[config.mk]
export PLATFORM = sky130hd
export DESIGN_NAME = int_ctrl_flat
export DESIGN_NICKNAME = d
export VERILOG_FILES = /design/src/rtl/int_ctrl_pkg.sv /design/src/rtl/int_ctrl_if.sv /design/src/rtl/int_prio_enc.sv /design/src/rtl/int_ctrl.sv /design/src/flat_wrapper.sv
export SDC_FILE = /design/constraint.sdc
export NUM_CORES = 1
export LEC_CHECK = 0
export ABC_CLOCK_PERIOD_IN_PS = 2850
export CORE_MARGIN = 5
export CORE_UTILIZATION = 39
export CTS_CLUSTER_SIZE = 28
export DETAILED_ROUTE_END_ITERATION = 8
export PLACE_DENSITY = 0.8
export SETUP_SLACK_MARGIN = 0.1
export SLEW_MARGIN = 20
export SYNTH_ARGS = -nofsm -noshare
export SYNTH_HDL_FRONTEND = slang
export SYNTH_SLANG_ARGS = --single-unit
[constraint.sdc]
create_clock -name clk -period 2.85 [get_ports clk]
set_clock_uncertainty 0.15 [all_clocks]
set_input_delay 0.57 -clock clk [delete_from_list [all_inputs] [get_ports clk]]
set_output_delay 0.57 -clock clk [all_outputs]
set_load 0.01 [all_outputs]
[src/rtl/int_ctrl_pkg.sv]
// int_ctrl_pkg: register map offsets, CLAIM word layout and default sizing
// shared by the interrupt controller, its priority encoder and its bus interface.
package int_ctrl_pkg;
    localparam int N_SRC_DEF = 6;
    localparam int ID_W_DEF  = 3;

    localparam logic [1:0] OFS_MASK  = 2'd0;
    localparam logic [1:0] OFS_EDGE  = 2'd1;
    localparam logic [1:0] OFS_PEND  = 2'd2;
    localparam logic [1:0] OFS_CLAIM = 2'd3;

    localparam int CLAIM_VLD = 31;
endpackage

[src/rtl/int_ctrl_if.sv]
// int_ctrl_if: bridge-side register bus of the interrupt controller.
// The bridge is the master; the controller is the slave.
interface int_ctrl_if;
    logic [29:0] addr;
    logic        sel;
    logic        we;
    logic        rd_en;
    logic [31:0] din;
    logic [31:0] dout;

    modport master (output addr, sel, we, rd_en, din, input dout);
    modport slave  (input addr, sel, we, rd_en, din, output dout);
endinterface

[src/rtl/int_prio_enc.sv]
// int_prio_enc: combinational lowest-index-first priority encoder.
// Reports whether any request is set and the id of the lowest set index.
module int_prio_enc
    import int_ctrl_pkg::*;
#(
    parameter int N    = N_SRC_DEF,
    parameter int ID_W = ID_W_DEF
) (
    input  logic [N-1:0]    req,
    output logic            valid,
    output logic [ID_W-1:0] id
);

    // Scan from the top so the lowest set index is the last one written.
    always_comb begin
        valid = 1'b0;
        id    = {ID_W{1'b0}};
        for (int i = N - 1; i >= 0; i--) begin
            id = req[i] ? ID_W'(i) : id;
        end
        valid = |req;
    end

endmodule

[src/rtl/int_ctrl.sv]
// int_ctrl: programmable interrupt controller (mask, edge/level, pending, claim/EOI).
// Define INT_CTRL_NESTING_EN to let higher-priority sources preempt an in-service one.
module int_ctrl
    import int_ctrl_pkg::*;
#(
    parameter int N_SRC = N_SRC_DEF,
    parameter int ID_W  = ID_W_DEF
) (
    input  logic             clk,
    input  logic             reset,
    input  logic [N_SRC-1:0] src,
    int_ctrl_if.slave        bus,
    output logic             irq
);

    localparam logic [ID_W:0] N_SRC_ID = (ID_W + 1)'(N_SRC);

    logic [N_SRC-1:0] mask_r, edge_cfg_r, pend_r, insvc_r, src_q_r;
    logic             irq_r;
    logic [N_SRC-1:0] mask_n_s, edge_cfg_n_s, pend_n_s, insvc_n_s;
    logic [N_SRC-1:0] allow_s, allow_n_s, elig_s, elig_n_s;
    logic [N_SRC-1:0] rise_s, w1c_s, claim_oh_s, eoi_oh_s, edge_chg_s, din_s;
    logic [1:0]       ofs_s;
    logic             wr_s, rd_s, claim_vld_s, claim_s, eoi_ok_s;
    logic [ID_W-1:0]  claim_id_s, eoi_id_s;
    logic [31:0]      claim_word_s;
    logic             unused_bus_s;

    // addr carries byte-address bits [31:2], so the register offset is its low two bits.
    assign ofs_s        = bus.addr[1:0];
    assign din_s        = bus.din[N_SRC-1:0];
    assign eoi_id_s     = bus.din[ID_W-1:0];
    assign unused_bus_s = ^{bus.addr[29:2], bus.din[31:N_SRC]};

    assign wr_s     = bus.sel & bus.we;
    assign rd_s     = bus.sel & bus.rd_en & ~bus.we;
    assign claim_s  = rd_s & (ofs_s == OFS_CLAIM) & claim_vld_s;
    assign eoi_ok_s = wr_s & (ofs_s == OFS_CLAIM) & ({1'b0, eoi_id_s} < N_SRC_ID);

    assign rise_s     = src & ~src_q_r;
    assign w1c_s      = (wr_s && ofs_s == OFS_PEND) ? din_s : {N_SRC{1'b0}};
    assign edge_chg_s = (wr_s && ofs_s == OFS_EDGE) ? (din_s ^ edge_cfg_r) : {N_SRC{1'b0}};
    assign claim_oh_s = claim_s ? (N_SRC'(1'b1) << claim_id_s) : {N_SRC{1'b0}};
    assign eoi_oh_s   = eoi_ok_s ? (N_SRC'(1'b1) << eoi_id_s) : {N_SRC{1'b0}};

`ifdef INT_CTRL_NESTING_EN
    logic            floor_vld_s, floor_n_vld_s;
    logic [ID_W-1:0] floor_id_s, floor_n_id_s;

    int_prio_enc #(.N(N_SRC), .ID_W(ID_W)) u_floor (
        .req(insvc_r), .valid(floor_vld_s), .id(floor_id_s)
    );
    int_prio_enc #(.N(N_SRC), .ID_W(ID_W)) u_floor_n (
        .req(insvc_n_s), .valid(floor_n_vld_s), .id(floor_n_id_s)
    );

    assign allow_s   = floor_vld_s ? ((N_SRC'(1'b1) << floor_id_s) - N_SRC'(1'b1))
                                   : {N_SRC{1'b1}};
    assign allow_n_s = floor_n_vld_s ? ((N_SRC'(1'b1) << floor_n_id_s) - N_SRC'(1'b1))
                                     : {N_SRC{1'b1}};
`else
    assign allow_s   = (|insvc_r)   ? {N_SRC{1'b0}} : {N_SRC{1'b1}};
    assign allow_n_s = (|insvc_n_s) ? {N_SRC{1'b0}} : {N_SRC{1'b1}};
`endif

    assign elig_s   = pend_r & mask_r & ~insvc_r & allow_s;
    assign elig_n_s = pend_n_s & mask_n_s & ~insvc_n_s & allow_n_s;

    int_prio_enc #(.N(N_SRC), .ID_W(ID_W)) u_claim (
        .req(elig_s), .valid(claim_vld_s), .id(claim_id_s)
    );

    assign claim_word_s = claim_vld_s ? ((32'h1 << CLAIM_VLD) | 32'(claim_id_s)) : 32'h0;

    // Read mux; upper bits of the narrow registers read as zero.
    always_comb begin
        bus.dout = 32'h0;
        if (bus.sel && bus.rd_en) begin
            case (ofs_s)
                OFS_MASK:  bus.dout = {{(32 - N_SRC){1'b0}}, mask_r};
                OFS_EDGE:  bus.dout = {{(32 - N_SRC){1'b0}}, edge_cfg_r};
                OFS_PEND:  bus.dout = {{(32 - N_SRC){1'b0}}, pend_r};
                OFS_CLAIM: bus.dout = claim_word_s;
                default:   bus.dout = 32'h0;
            endcase
        end else begin
            bus.dout = 32'h0;
        end
    end

    // Next-state: a fresh edge wins over W1C/claim clears; an EDGE change drops the pending bit.
    always_comb begin
        mask_n_s     = mask_r;
        edge_cfg_n_s = edge_cfg_r;
        if (wr_s && ofs_s == OFS_MASK) begin
            mask_n_s = din_s;
        end else begin
            mask_n_s = mask_r;
        end
        if (wr_s && ofs_s == OFS_EDGE) begin
            edge_cfg_n_s = din_s;
        end else begin
            edge_cfg_n_s = edge_cfg_r;
        end
        pend_n_s  = ~edge_chg_s & ((edge_cfg_r & (rise_s | (pend_r & ~(w1c_s | claim_oh_s))))
                                   | (~edge_cfg_r & src));
        insvc_n_s = (insvc_r | claim_oh_s) & ~eoi_oh_s;
    end

    // State registers; irq tracks the eligibility of the state being loaded.
    always_ff @(posedge clk) begin
        if (reset) begin
            mask_r     <= {N_SRC{1'b0}};
            edge_cfg_r <= {N_SRC{1'b0}};
            pend_r     <= {N_SRC{1'b0}};
            insvc_r    <= {N_SRC{1'b0}};
            src_q_r    <= {N_SRC{1'b0}};
            irq_r      <= 1'b0;
        end else begin
            mask_r     <= mask_n_s;
            edge_cfg_r <= edge_cfg_n_s;
            pend_r     <= pend_n_s;
            insvc_r    <= insvc_n_s;
            src_q_r    <= src;
            irq_r      <= |elig_n_s;
        end
    end

    assign irq = irq_r;

endmodule
[src/flat_wrapper.sv]
// flat-port wrapper written by rule: the top's interface ports become plain ports
module int_ctrl_flat import int_ctrl_pkg::*;
#(
    parameter int N_SRC = N_SRC_DEF,
    parameter int ID_W  = ID_W_DEF
)
  (clk, reset, src, irq, bus_addr, bus_sel, bus_we, bus_rd_en, bus_din, bus_dout);
  int_ctrl_if bus_i ();
  input  logic clk;
  input  logic reset;
  input  logic [N_SRC-1:0] src;
  output logic irq;
  input wire logic [$bits(bus_i.addr)-1:0] bus_addr;
  input wire logic [$bits(bus_i.sel)-1:0] bus_sel;
  input wire logic [$bits(bus_i.we)-1:0] bus_we;
  input wire logic [$bits(bus_i.rd_en)-1:0] bus_rd_en;
  input wire logic [$bits(bus_i.din)-1:0] bus_din;
  output wire logic [$bits(bus_i.dout)-1:0] bus_dout;
  assign bus_i.addr = bus_addr;
  assign bus_i.sel = bus_sel;
  assign bus_i.we = bus_we;
  assign bus_i.rd_en = bus_rd_en;
  assign bus_i.din = bus_din;
  assign bus_dout = bus_i.dout;
  int_ctrl #(.N_SRC(N_SRC), .ID_W(ID_W)) u_core (.clk(clk), .reset(reset), .src(src), .bus(bus_i), .irq(irq));
endmodule
==> flow_metrics.env, run 1 <==
export IMPL_status="finished clean"
export IMPL_min_from="u_core.insvc_r[4]"
export IMPL_cts_sinks=31
export IMPL_fp_dieW_um=81.4
export IMPL_synthMuxAreaShare_pct=6.49
export IMPL_min_to="u_core.insvc_r[4]"
export IMPL_setup_viol=0
export IMPL_yosys_area_share_adder_pct=0
export IMPL_sw_frac_of_total_pct=25.7
export IMPL_grt_usage_pct=17.6
export IMPL_rr_endpoint="u_core.irq"
export IMPL_cp_arrival_ns=2.02
export IMPL_worstPathCellList="clkdlybuf4s50_1, nand2_1, buf_4, nor2_1, clkdlybuf4s50_1"
export IMPL_die_h_um=81.4
export IMPL_p_clk_share_pct=38.5
export IMPL_reg2reg_slack_ns=0.32
export IMPL_cts_tree="built"
export IMPL_viasPerCell=5.08
export IMPL_drive_above_1_share_pct=27.9
export IMPL_drt_met1_wl_mm=2.30
export IMPL_crit_path_max_fanout=3
export IMPL_crit_slowest_cell="clkdlybuf4s50_1"
export IMPL_top_layer_used="met4"
export IMPL_detail_route_iter0_violations=187
export IMPL_pwr_share_seq_pct=45.9
export IMPL_crit_family="buffers and inverters"
export IMPL_clkLatencyLatePin_ns=0.29
export IMPL_fin_crit_sh_pct=96.0
export IMPL_comb_power_share_pct=15.6
export IMPL_design_area_mm2=0.00271
export IMPL_place_congestion=0.885
export IMPL_required_ns=2.13
export IMPL_power_total_mw=0.997
export IMPL_synth_main_ff_cell="dfxtp_1"
export IMPL_dpl_cell_count=367
export IMPL_fmaxAchievable_mhz=365
export IMPL_grt_first_pass_wirelength_mm=8.78
export IMPL_dr_wl_met3_um=457
export IMPL_cp_start_kind="primary input"
export IMPL_worstSetupPathType="primary input to output port"
export IMPL_syn_inst=242
export IMPL_fin_nets=387
export IMPL_critPathBufInv=3
export IMPL_grt_max_degree=20
export IMPL_period_needed_ns=2.74
export IMPL_ys_seq_area_share_pct=31.3
export IMPL_clk_pin_slew_ns=0.06
export IMPL_dr_pass1_iters=4
export IMPL_p_leak_nw=1.13
export IMPL_final_cell_count_no_fill=385
export IMPL_ant_nets=0
export IMPL_vias=1955
export IMPL_cts_root_buf="clkbuf_8"
export IMPL_ys_types=53
export IMPL_cts_path_max_buffers=2
export IMPL_r2r_start="u_core.insvc_r[3]"
export IMPL_maxCapViolCount=0
export IMPL_ys_seq_elements=31
export IMPL_fillers=465
export IMPL_remaining_drc_errors=0
export IMPL_hold_class="flop to flop"
export IMPL_h_tree_depth=2
export IMPL_place_ws_ns=-0.330
export IMPL_worst_r2r_path_depth=10
export IMPL_die_area_mm2=0.00662
export IMPL_power_switching_mw=0.256
export IMPL_synth_edf_count=0
export IMPL_antenna_found_initial=0
export IMPL_wl_mm=5.63
export IMPL_powerDensity_mw_per_mm2=367
export IMPL_yosysWarningCount=0
export IMPL_hold_depth=2
export IMPL_wl_per_cell_um=14.6
export IMPL_start_util_pct=39.6
export IMPL_end_kind="output port"
export IMPL_diodes=0
export IMPL_synth_xor_area_share_pct=0.882
export IMPL_area_growth_pct=36.7
export IMPL_synthSimpleGateAreaFrac_pct=32.0
export IMPL_crit_top_cell="clkdlybuf4s50_1"
export IMPL_cts_buffers_inserted=5
export IMPL_slew_viol_final=0
export IMPL_placed_cell_area_mm2=0.00250
export IMPL_grt_pass1_vias=1891
export IMPL_gr_total_overflow=0
export IMPL_synth_compound_area_share_pct=17.3
export IMPL_async_reset_ff_share_pct=0
export IMPL_avgSynthCellArea_um2=8.21
export IMPL_holdWs_ns=0.351
export IMPL_synth_top_family_by_area="simple AND/OR/NAND/NOR gates"
export IMPL_peakVddDrop_v=0.000213
export IMPL_syn_cell_area_mm2=0.00199
export IMPL_cts_hold_buf=0
export IMPL_hold_viol=0
export IMPL_cp_slowest_stage_delay_ns=0.54
export IMPL_path_depth=5
export IMPL_intPower_mw=0.741
export IMPL_rows=26
export IMPL_core_area_mm2=0.00501
export IMPL_port_buffer_count=26
export IMPL_dp_hpwl_mm=4.14
export IMPL_io_pins=106
export IMPL_wl_met2_mm=2.65
export IMPL_setup_slack_ns=0.113
export IMPL_rsz0062_at_grt="true"
==> tightest hold or removal path: cells and delay by family, from the launching register on <==
kind	cells	cell delay [ns]
AOI/OAI and AO/OA	1	0.05
buffers and inverters	1	0.06
DFF	1	0.34
==> flip-flops by register name (all words and copies together) (netlist names) <==
signal             cells
u_core.pend_r          6
u_core.insvc_r         6
u_core.mask_r          6
u_core.irq             1
u_core.src_q_r         6
u_core.edge_cfg_r      6
==> layer usage <==
metal | GRT usage, % | up-vias
li1 | - | 954
met2 | 27.7 | 74
met1 | 21.1 | 903
met5 | 0 | -
met4 | 11.0 | 0
met3 | 4.55 | 24
==> stage by stage <==
step | util [%] | setup TNS, ns
floorplan | - | 0
global placement | 49.8 | -2.75
detailed placement | 49.8 | -2.87
CTS | 53.5 | 0
global route | 54.2 | -0.000908
finish | 54.2 | 0
==> cell usage after synthesis (3+ instances only) <==
library cell	number	area [µm²]
a21oi_1	20	100
and2_1	4	25.0
buf_4	25	188
clkbuf_1	7	26.3
dfxtp_1	31	621
inv_1	3	11.3
mux2i_1	8	80.1
nand2_1	29	109
nand3_1	4	20.0
nand4_1	3	18.8
nor2_1	29	109
nor2b_1	13	81.3
nor3_1	9	45.0
o21ai_0	4	20.0
o22ai_1	3	18.8
==> power by group through the flow <==
stage / logic [mW] / clock network [mW] / registers (mW)
finish: 0.155 / 0.384 / 0.458
global route: 0.169 / 0.414 / 0.459
CTS: 0.151 / 0.391 / 0.458
detailed placement: 0.149 / 0 / 0.467
global placement: 0.147 / 0 / 0.467
floorplan: 0.102 / 0 / 0.465
==> repair_timing <==
action,in CTS,in global routing
setup buffers,8,2
endpoints found under the hold margin,0,0
pin swaps,2,2
gates resized for setup,21,16
endpoints found under the setup margin,9,6
==> cells by family (layout without fill, tap and decap cells) <==
logic type      Yosys count  in the layout
other cells               1             25
buf+inv                  36             85
flops                    31             31
compound gates           49             49
xor+xnor                  2              2
mux                      10             10
simple gates            113            113
==> worst max path at each step <==
| stage | from | endpoint |
|---|---|---|
| 3_5_place_dp | bus_addr[1] | u_core.irq |
| 2_1_floorplan | u_core.insvc_r[0] | bus_dout[2] |
| 5_1_grt | u_core.insvc_r[3] | bus_dout[2] |
| 4_1_cts | u_core.insvc_r[1] | bus_dout[0] |
| 6_report | bus_sel | bus_dout[4] |
| 3_3_place_gp | bus_addr[1] | bus_dout[0] |
==> cells in the final DEF (no fill, tap or decap), types with 3 or more instances in the layout <==
cell	synthesis	layout
clkbuf_8	0	7
nand4_1	3	3
dfxtp_2	0	3
nor3_1	9	9
clkdlybuf4s50_1	0	18
dfxtp_1	31	27
inv_1	3	3
nand2_1	29	27
buf_6	1	3
a21oi_1	20	19
nor2b_1	13	12
conb_1	1	25
and2_1	4	3
o21ai_0	4	4
buf_4	25	45
nand3_1	4	4
mux2i_1	8	8
nor2_1	29	29
o22ai_1	3	3
==> area by class of cell <==
class                   count  area (µm²)  area share (%)
clock buffers               8         100            3.69
inverters                   3        11.3           0.415
multi-input cells         199        1250            46.2
flip-flops and latches     31         628            23.1
well taps                  70        87.6            3.23
repair buffers             74         634            23.4
Power figures use the tool's default switching activity.
==> run 2: changes to the inputs <==
Settings changed: ABC_CLOCK_PERIOD_IN_PS 2850 to 2800.
Clock period 2.85 ns to 2.8 ns, I/O delays scaled along.
==> run 2 against run 1 <==
Effect of this change: clock-buffer cell count unchanged; die area unchanged; sequential power increased by 2%; clock power increased by 1%; non-clock buffer count unchanged; first-iteration DRC count increased by 14%; combinational power increased by 3%; largest cell class unchanged; largest power group unchanged.
==> flow_metrics.env, run 2 (synthesized netlist as in run 1, its figures left out) <==
export IMPL_peakVddDrop_v=0.000198
export IMPL_wl_mm=5.60
export IMPL_cts_sinks=31
export IMPL_grt_max_degree=20
export IMPL_powerDensity_mw_per_mm2=372
export IMPL_cp_arrival_ns=2.05
export IMPL_grt_usage_pct=17.1
export IMPL_setup_slack_ns=0.0430
export IMPL_die_area_mm2=0.00662
export IMPL_detail_route_iter0_violations=214
export IMPL_cts_hold_buf=0
export IMPL_area_growth_pct=37.2
export IMPL_p_leak_nw=1.12
export IMPL_viasPerCell=5.11
export IMPL_clk_pin_slew_ns=0.07
export IMPL_regArea_um2=626
export IMPL_dr_pass1_iters=5
export IMPL_place_congestion=0.893
export IMPL_fin_crit_sh_pct=98.5
export IMPL_cts_buffers_inserted=5
export IMPL_fillers=466
export IMPL_required_ns=2.09
export IMPL_fin_nets=387
export IMPL_dp_hpwl_mm=4.24
export IMPL_place_ws_ns=-0.392
export IMPL_die_h_um=81.4
export IMPL_io_pins=106
export IMPL_ant_nets=0
export IMPL_fmaxAchievable_mhz=363
export IMPL_start_util_pct=39.6
export IMPL_antenna_found_initial=0
export IMPL_end_kind="output port"
export IMPL_grt_pass1_vias=1872
export IMPL_status="finished clean"
export IMPL_crit_path_max_fanout=3
export IMPL_worstSetupPathType="flop to output port"
export IMPL_cp_start_kind="flop"
export IMPL_slew_viol_final=0
export IMPL_maxCapViolCount=0
export IMPL_gr_total_overflow=0
export IMPL_remaining_drc_errors=0
export IMPL_clkLatencyLatePin_ns=0.29
export IMPL_drive_above_1_share_pct=28.6
export IMPL_period_needed_ns=2.76
export IMPL_vias=1969
export IMPL_rsz0062_at_grt="true"
export IMPL_fp_dieW_um=81.4
export IMPL_final_common_cell="buf_4"
export IMPL_cts_path_max_buffers=2
export IMPL_placed_cell_area_mm2=0.00251
export IMPL_wl_per_cell_um=14.6
export IMPL_layout_common_cells="buf_4 (46), dfxtp_1 (29), nand2_1 (28), nor2_1 (28), conb_1 (25)"
export IMPL_hold_viol=0
export IMPL_design_area_mm2=0.00272
export IMPL_grt_first_pass_wirelength_mm=8.60
export IMPL_rows=26
export IMPL_multiInputGateArea_mm2=0.00128
export IMPL_setup_viol=0
export IMPL_core_area_mm2=0.00501
export IMPL_diodes=0
export IMPL_cts_tree="built"
export IMPL_hold_class="flop to flop"
export IMPL_cts_root_buf="clkbuf_8"
export IMPL_port_buffer_count=26
export IMPL_h_tree_depth=2
## run 2: critical path: stages, from the launching register on
cell,delay [ns]
dfxtp_4,0.36
nor4_4,0.32
buf_4,0.19
nand2_4,0.06
nor4_4,0.32
mux4_2,0.28
and2_4,0.14
buf_6,0.09
## run 2: through the flow
step / util, % / hold slack, ns / TNS (ns) / total power, mW / cells
floorplan: - / 0.310 / 0 / 0.576 / 266
global placement: 50.2 / 0.322 / -2.68 / 0.626 / 371
detailed placement: 50.2 / 0.336 / -2.76 / 0.630 / 371
CTS: 53.3 / 0.346 / 0 / 1.02 / 384
global route: 54.4 / 0.372 / -0.0945 / 1.05 / 385
finish: 54.4 / 0.347 / 0 / 1.01 / 385
## run 2: power breakdown
group          internal (mW)  total, mW  switching [mW]
clock                  0.224      0.389           0.165
sequential             0.454      0.465          0.0102
combinational         0.0756      0.160          0.0843
## run 2: worst paths after layout
path	startpoint	end	slack, ns	depth (start not counted)
worst max-delay path	u_core.insvc_r[3]	bus_dout[2]	0.04	7
worst min-delay path	u_core.insvc_r[4]	u_core.insvc_r[4]	0.35	2
worst min register to register	u_core.insvc_r[4]	u_core.insvc_r[4]	0.35	2
worst max register to register	u_core.insvc_r[3]	u_core.irq	0.20	11
## run 2: area by class of cell
type | count | share of cell area, %
multi-input cells | 199 | 47.0
clock buffers | 8 | 3.67
flip-flops and latches | 31 | 23.0
well taps | 70 | 3.22
inverters | 3 | 0.413
repair buffers | 74 | 22.7
## run 2: repair_timing
item / CTS / global route
resized for setup: 23 / 20
setup endpoints to repair: 8 / 5
gates cloned: 0 / 0
setup buffers: 5 / 1
pin swaps: 3 / 4
## run 2: layer usage
metal / part of all wire [%] / wire [µm] / vias to the layer above / GRT usage, %
met1: 40 / 2260 / 909 / 20.5
met4: 2.5 / 142 / 0 / 8.11
met5: 0 / 0 / - / 0
met2: 49 / 2730 / 88 / 28.2
met3: 8.3 / 465 / 13 / 4.55
li1: - / - / 959 / -
==> run 3: changes to the inputs <==
Settings changed: ABC_CLOCK_PERIOD_IN_PS 2800 to 3020.
Clock period 2.8 ns to 3.02 ns, I/O delays scaled along.
==> run 3 against run 2 <==
Effect of this change: first-iteration DRC count shrank 24%; combinational power down 14%; sequential share of layout area is 1.2 points higher; largest power group unchanged; critical endpoint unchanged; sequential cell count stayed put; clock-buffer cell count shrank 2; core utilization fell by 2.8 points; critical path type unchanged; largest cell class unchanged.
==> flow_metrics.env, run 3 (synthesized netlist as in run 1, its figures left out) <==
export IMPL_cp_arrival_ns=2.09
export IMPL_port_buffer_count=26
export IMPL_diodes=0
export IMPL_maxCapViolCount=0
export IMPL_antenna_found_initial=0
export IMPL_grt_usage_pct=16.8
export IMPL_cp_start_kind="flop"
export IMPL_gr_total_overflow=0
export IMPL_place_congestion=0.891
export IMPL_hold_class="flop to flop"
export IMPL_reg2reg_slack_ns=0.54
export IMPL_fin_nets=373
export IMPL_worstSetupPathType="flop to output port"
export IMPL_worstMarginPinSlew_ns=0.504
export IMPL_setup_viol=0
export IMPL_placed_cell_area_mm2=0.00243
export IMPL_setup_tns_ns=0
export IMPL_wl_mm=5.27
export IMPL_fp_dieW_um=81.4
export IMPL_cts_path_max_buffers=2
export IMPL_slew_viol_final=0
export IMPL_maxSlewHeadroom_pct=66.4
export IMPL_vias=1896
export IMPL_fmaxAchievable_mhz=351
export IMPL_h_tree_depth=2
export IMPL_design_area_mm2=0.00258
export IMPL_rsz0062_at_grt="false"
export IMPL_viasPerCell=5.11
export IMPL_p_leak_nw=1.05
export IMPL_rr_endpoint="u_core.irq"
export IMPL_startpoint="u_core.pend_r[5]"
export IMPL_clkLatencyLatePin_ns=0.29
export IMPL_crit_path_max_fanout=4
export IMPL_fillers=481
export IMPL_core_area_mm2=0.00501
export IMPL_io_pins=106
export IMPL_powerDensity_mw_per_mm2=386
export IMPL_path_depth=5
export IMPL_end_kind="output port"
export IMPL_clk_pin_slew_ns=0.07
export IMPL_crit_family="multiplexers"
export IMPL_area_growth_pct=30.1
export IMPL_cts_root_buf="clkbuf_8"
export IMPL_required_ns=2.27
export IMPL_status="finished clean"
export IMPL_grt_pass1_vias=1891
export IMPL_remaining_drc_errors=0
export IMPL_r2r_start="u_core.insvc_r[2]"
export IMPL_grt_max_degree=20
export IMPL_critPathBufInv=1
export IMPL_crit_end="bus_dout[2]"
export IMPL_detail_route_iter0_violations=163
export IMPL_layout_common_cells="buf_4 (33), nor2_1 (29), dfxtp_1 (29)"
export IMPL_drive_above_1_share_pct=21.6
export IMPL_cts_sinks=31
export IMPL_grt_first_pass_wirelength_mm=8.40
export IMPL_die_area_mm2=0.00662
export IMPL_hold_viol=0
export IMPL_dr_pass1_iters=4
export IMPL_wl_per_cell_um=14.2
export IMPL_start_util_pct=39.6
export IMPL_utilization_pct=51.5
export IMPL_worstPathCellList="a22oi_1, nor4_4, mux4_2, and2_1, dlygate4sd2_1"
export IMPL_fin_crit_sh_pct=94.3
export IMPL_cp_slowest_stage_delay_ns=0.47
export IMPL_cts_buffers_inserted=5
export IMPL_die_h_um=81.4
export IMPL_final_common_cell="buf_4"
export IMPL_cts_tree="built"
export IMPL_dp_hpwl_mm=4.01
export IMPL_period_needed_ns=2.85
export IMPL_worst_r2r_path_depth=10
export IMPL_ant_nets=0
export IMPL_rows=26
export IMPL_crit_slowest_cell="mux4_2"
export IMPL_peakVddDrop_v=0.000232
-- run 3: cell count changes in the layout (fill, tap and decap cells not counted), sizes merged --
cell           delta
bufinv            +1
dlymetal6s2s      +1
clkdlybuf4s50     +3
clkbuf            -2
clkdlybuf4s15     -3
dlygate4sd2       +1
buf              -16
clkinv            +1
-- run 3: worst min-delay path: stages, from the launching register on --
cell and delay, ns:
dfxtp_1 0.35, nand2_1 0.07, a21oi_1 0.05
-- run 3: final cells by class --
cell class / count / area, µm² / share of cell area, %
repair buffers: 60 / 512 / 19.8
inverters: 3 / 11.3 / 0.436
multi-input cells: 199 / 1230 / 47.7
flip-flops and latches: 31 / 623 / 24.1
well taps: 70 / 87.6 / 3.39
clock buffers: 6 / 82.6 / 3.20
clock inverters: 2 / 35.0 / 1.36
-- run 3: metrics by stage --
stage          cells  power (mW)  hold WS, ns  setup WS, ns
2_1_floorplan    266       0.534        0.310         0.717
3_3_place_gp     360       0.574        0.325        -0.217
3_5_place_dp     360       0.576        0.347        -0.186
4_1_cts          370        1.00        0.357         0.100
5_1_grt          371        1.04        0.364        0.0895
6_report         371       0.997        0.361         0.171
-- run 3: worst min-delay path by stage --
| stage | startpoint | end | slack, ns | depth (start not counted) |
|---|---|---|---|---|
| 2_1_floorplan | u_core.insvc_r[4] | u_core.insvc_r[4] | 0.31 | 2 |
| 3_3_place_gp | u_core.insvc_r[4] | u_core.insvc_r[4] | 0.33 | 2 |
| 3_5_place_dp | u_core.insvc_r[4] | u_core.insvc_r[4] | 0.35 | 2 |
| 4_1_cts | u_core.insvc_r[4] | u_core.insvc_r[4] | 0.36 | 2 |
| 5_1_grt | u_core.insvc_r[4] | u_core.insvc_r[4] | 0.36 | 2 |
| 6_report | u_core.edge_cfg_r[3] | u_core.edge_cfg_r[3] | 0.36 | 2 |
-- run 3: metal layers --
layer | GRT usage (%) | vias up | part of all wire [%]
met5 | 0 | - | 0
met4 | 10.8 | 0 | 4.0
met3 | 4.77 | 22 | 8.6
met2 | 26.4 | 81 | 46
met1 | 20.0 | 873 | 41
li1 | - | 920 | -
-- run 3: report_power, final --
| part | switching, mW | internal (mW) |
|---|---|---|
| Sequential | 0.0105 | 0.422 |
| Clock | 0.160 | 0.267 |
| Combinational | 0.0741 | 0.0637 |
-- run 3: timing repair --
item,4_1_cts,5_1_grt
endpoints found under the setup margin,8,6
pin swaps,1,4
resized for setup,7,9
setup buffers,2,1
hold buffers,0,0
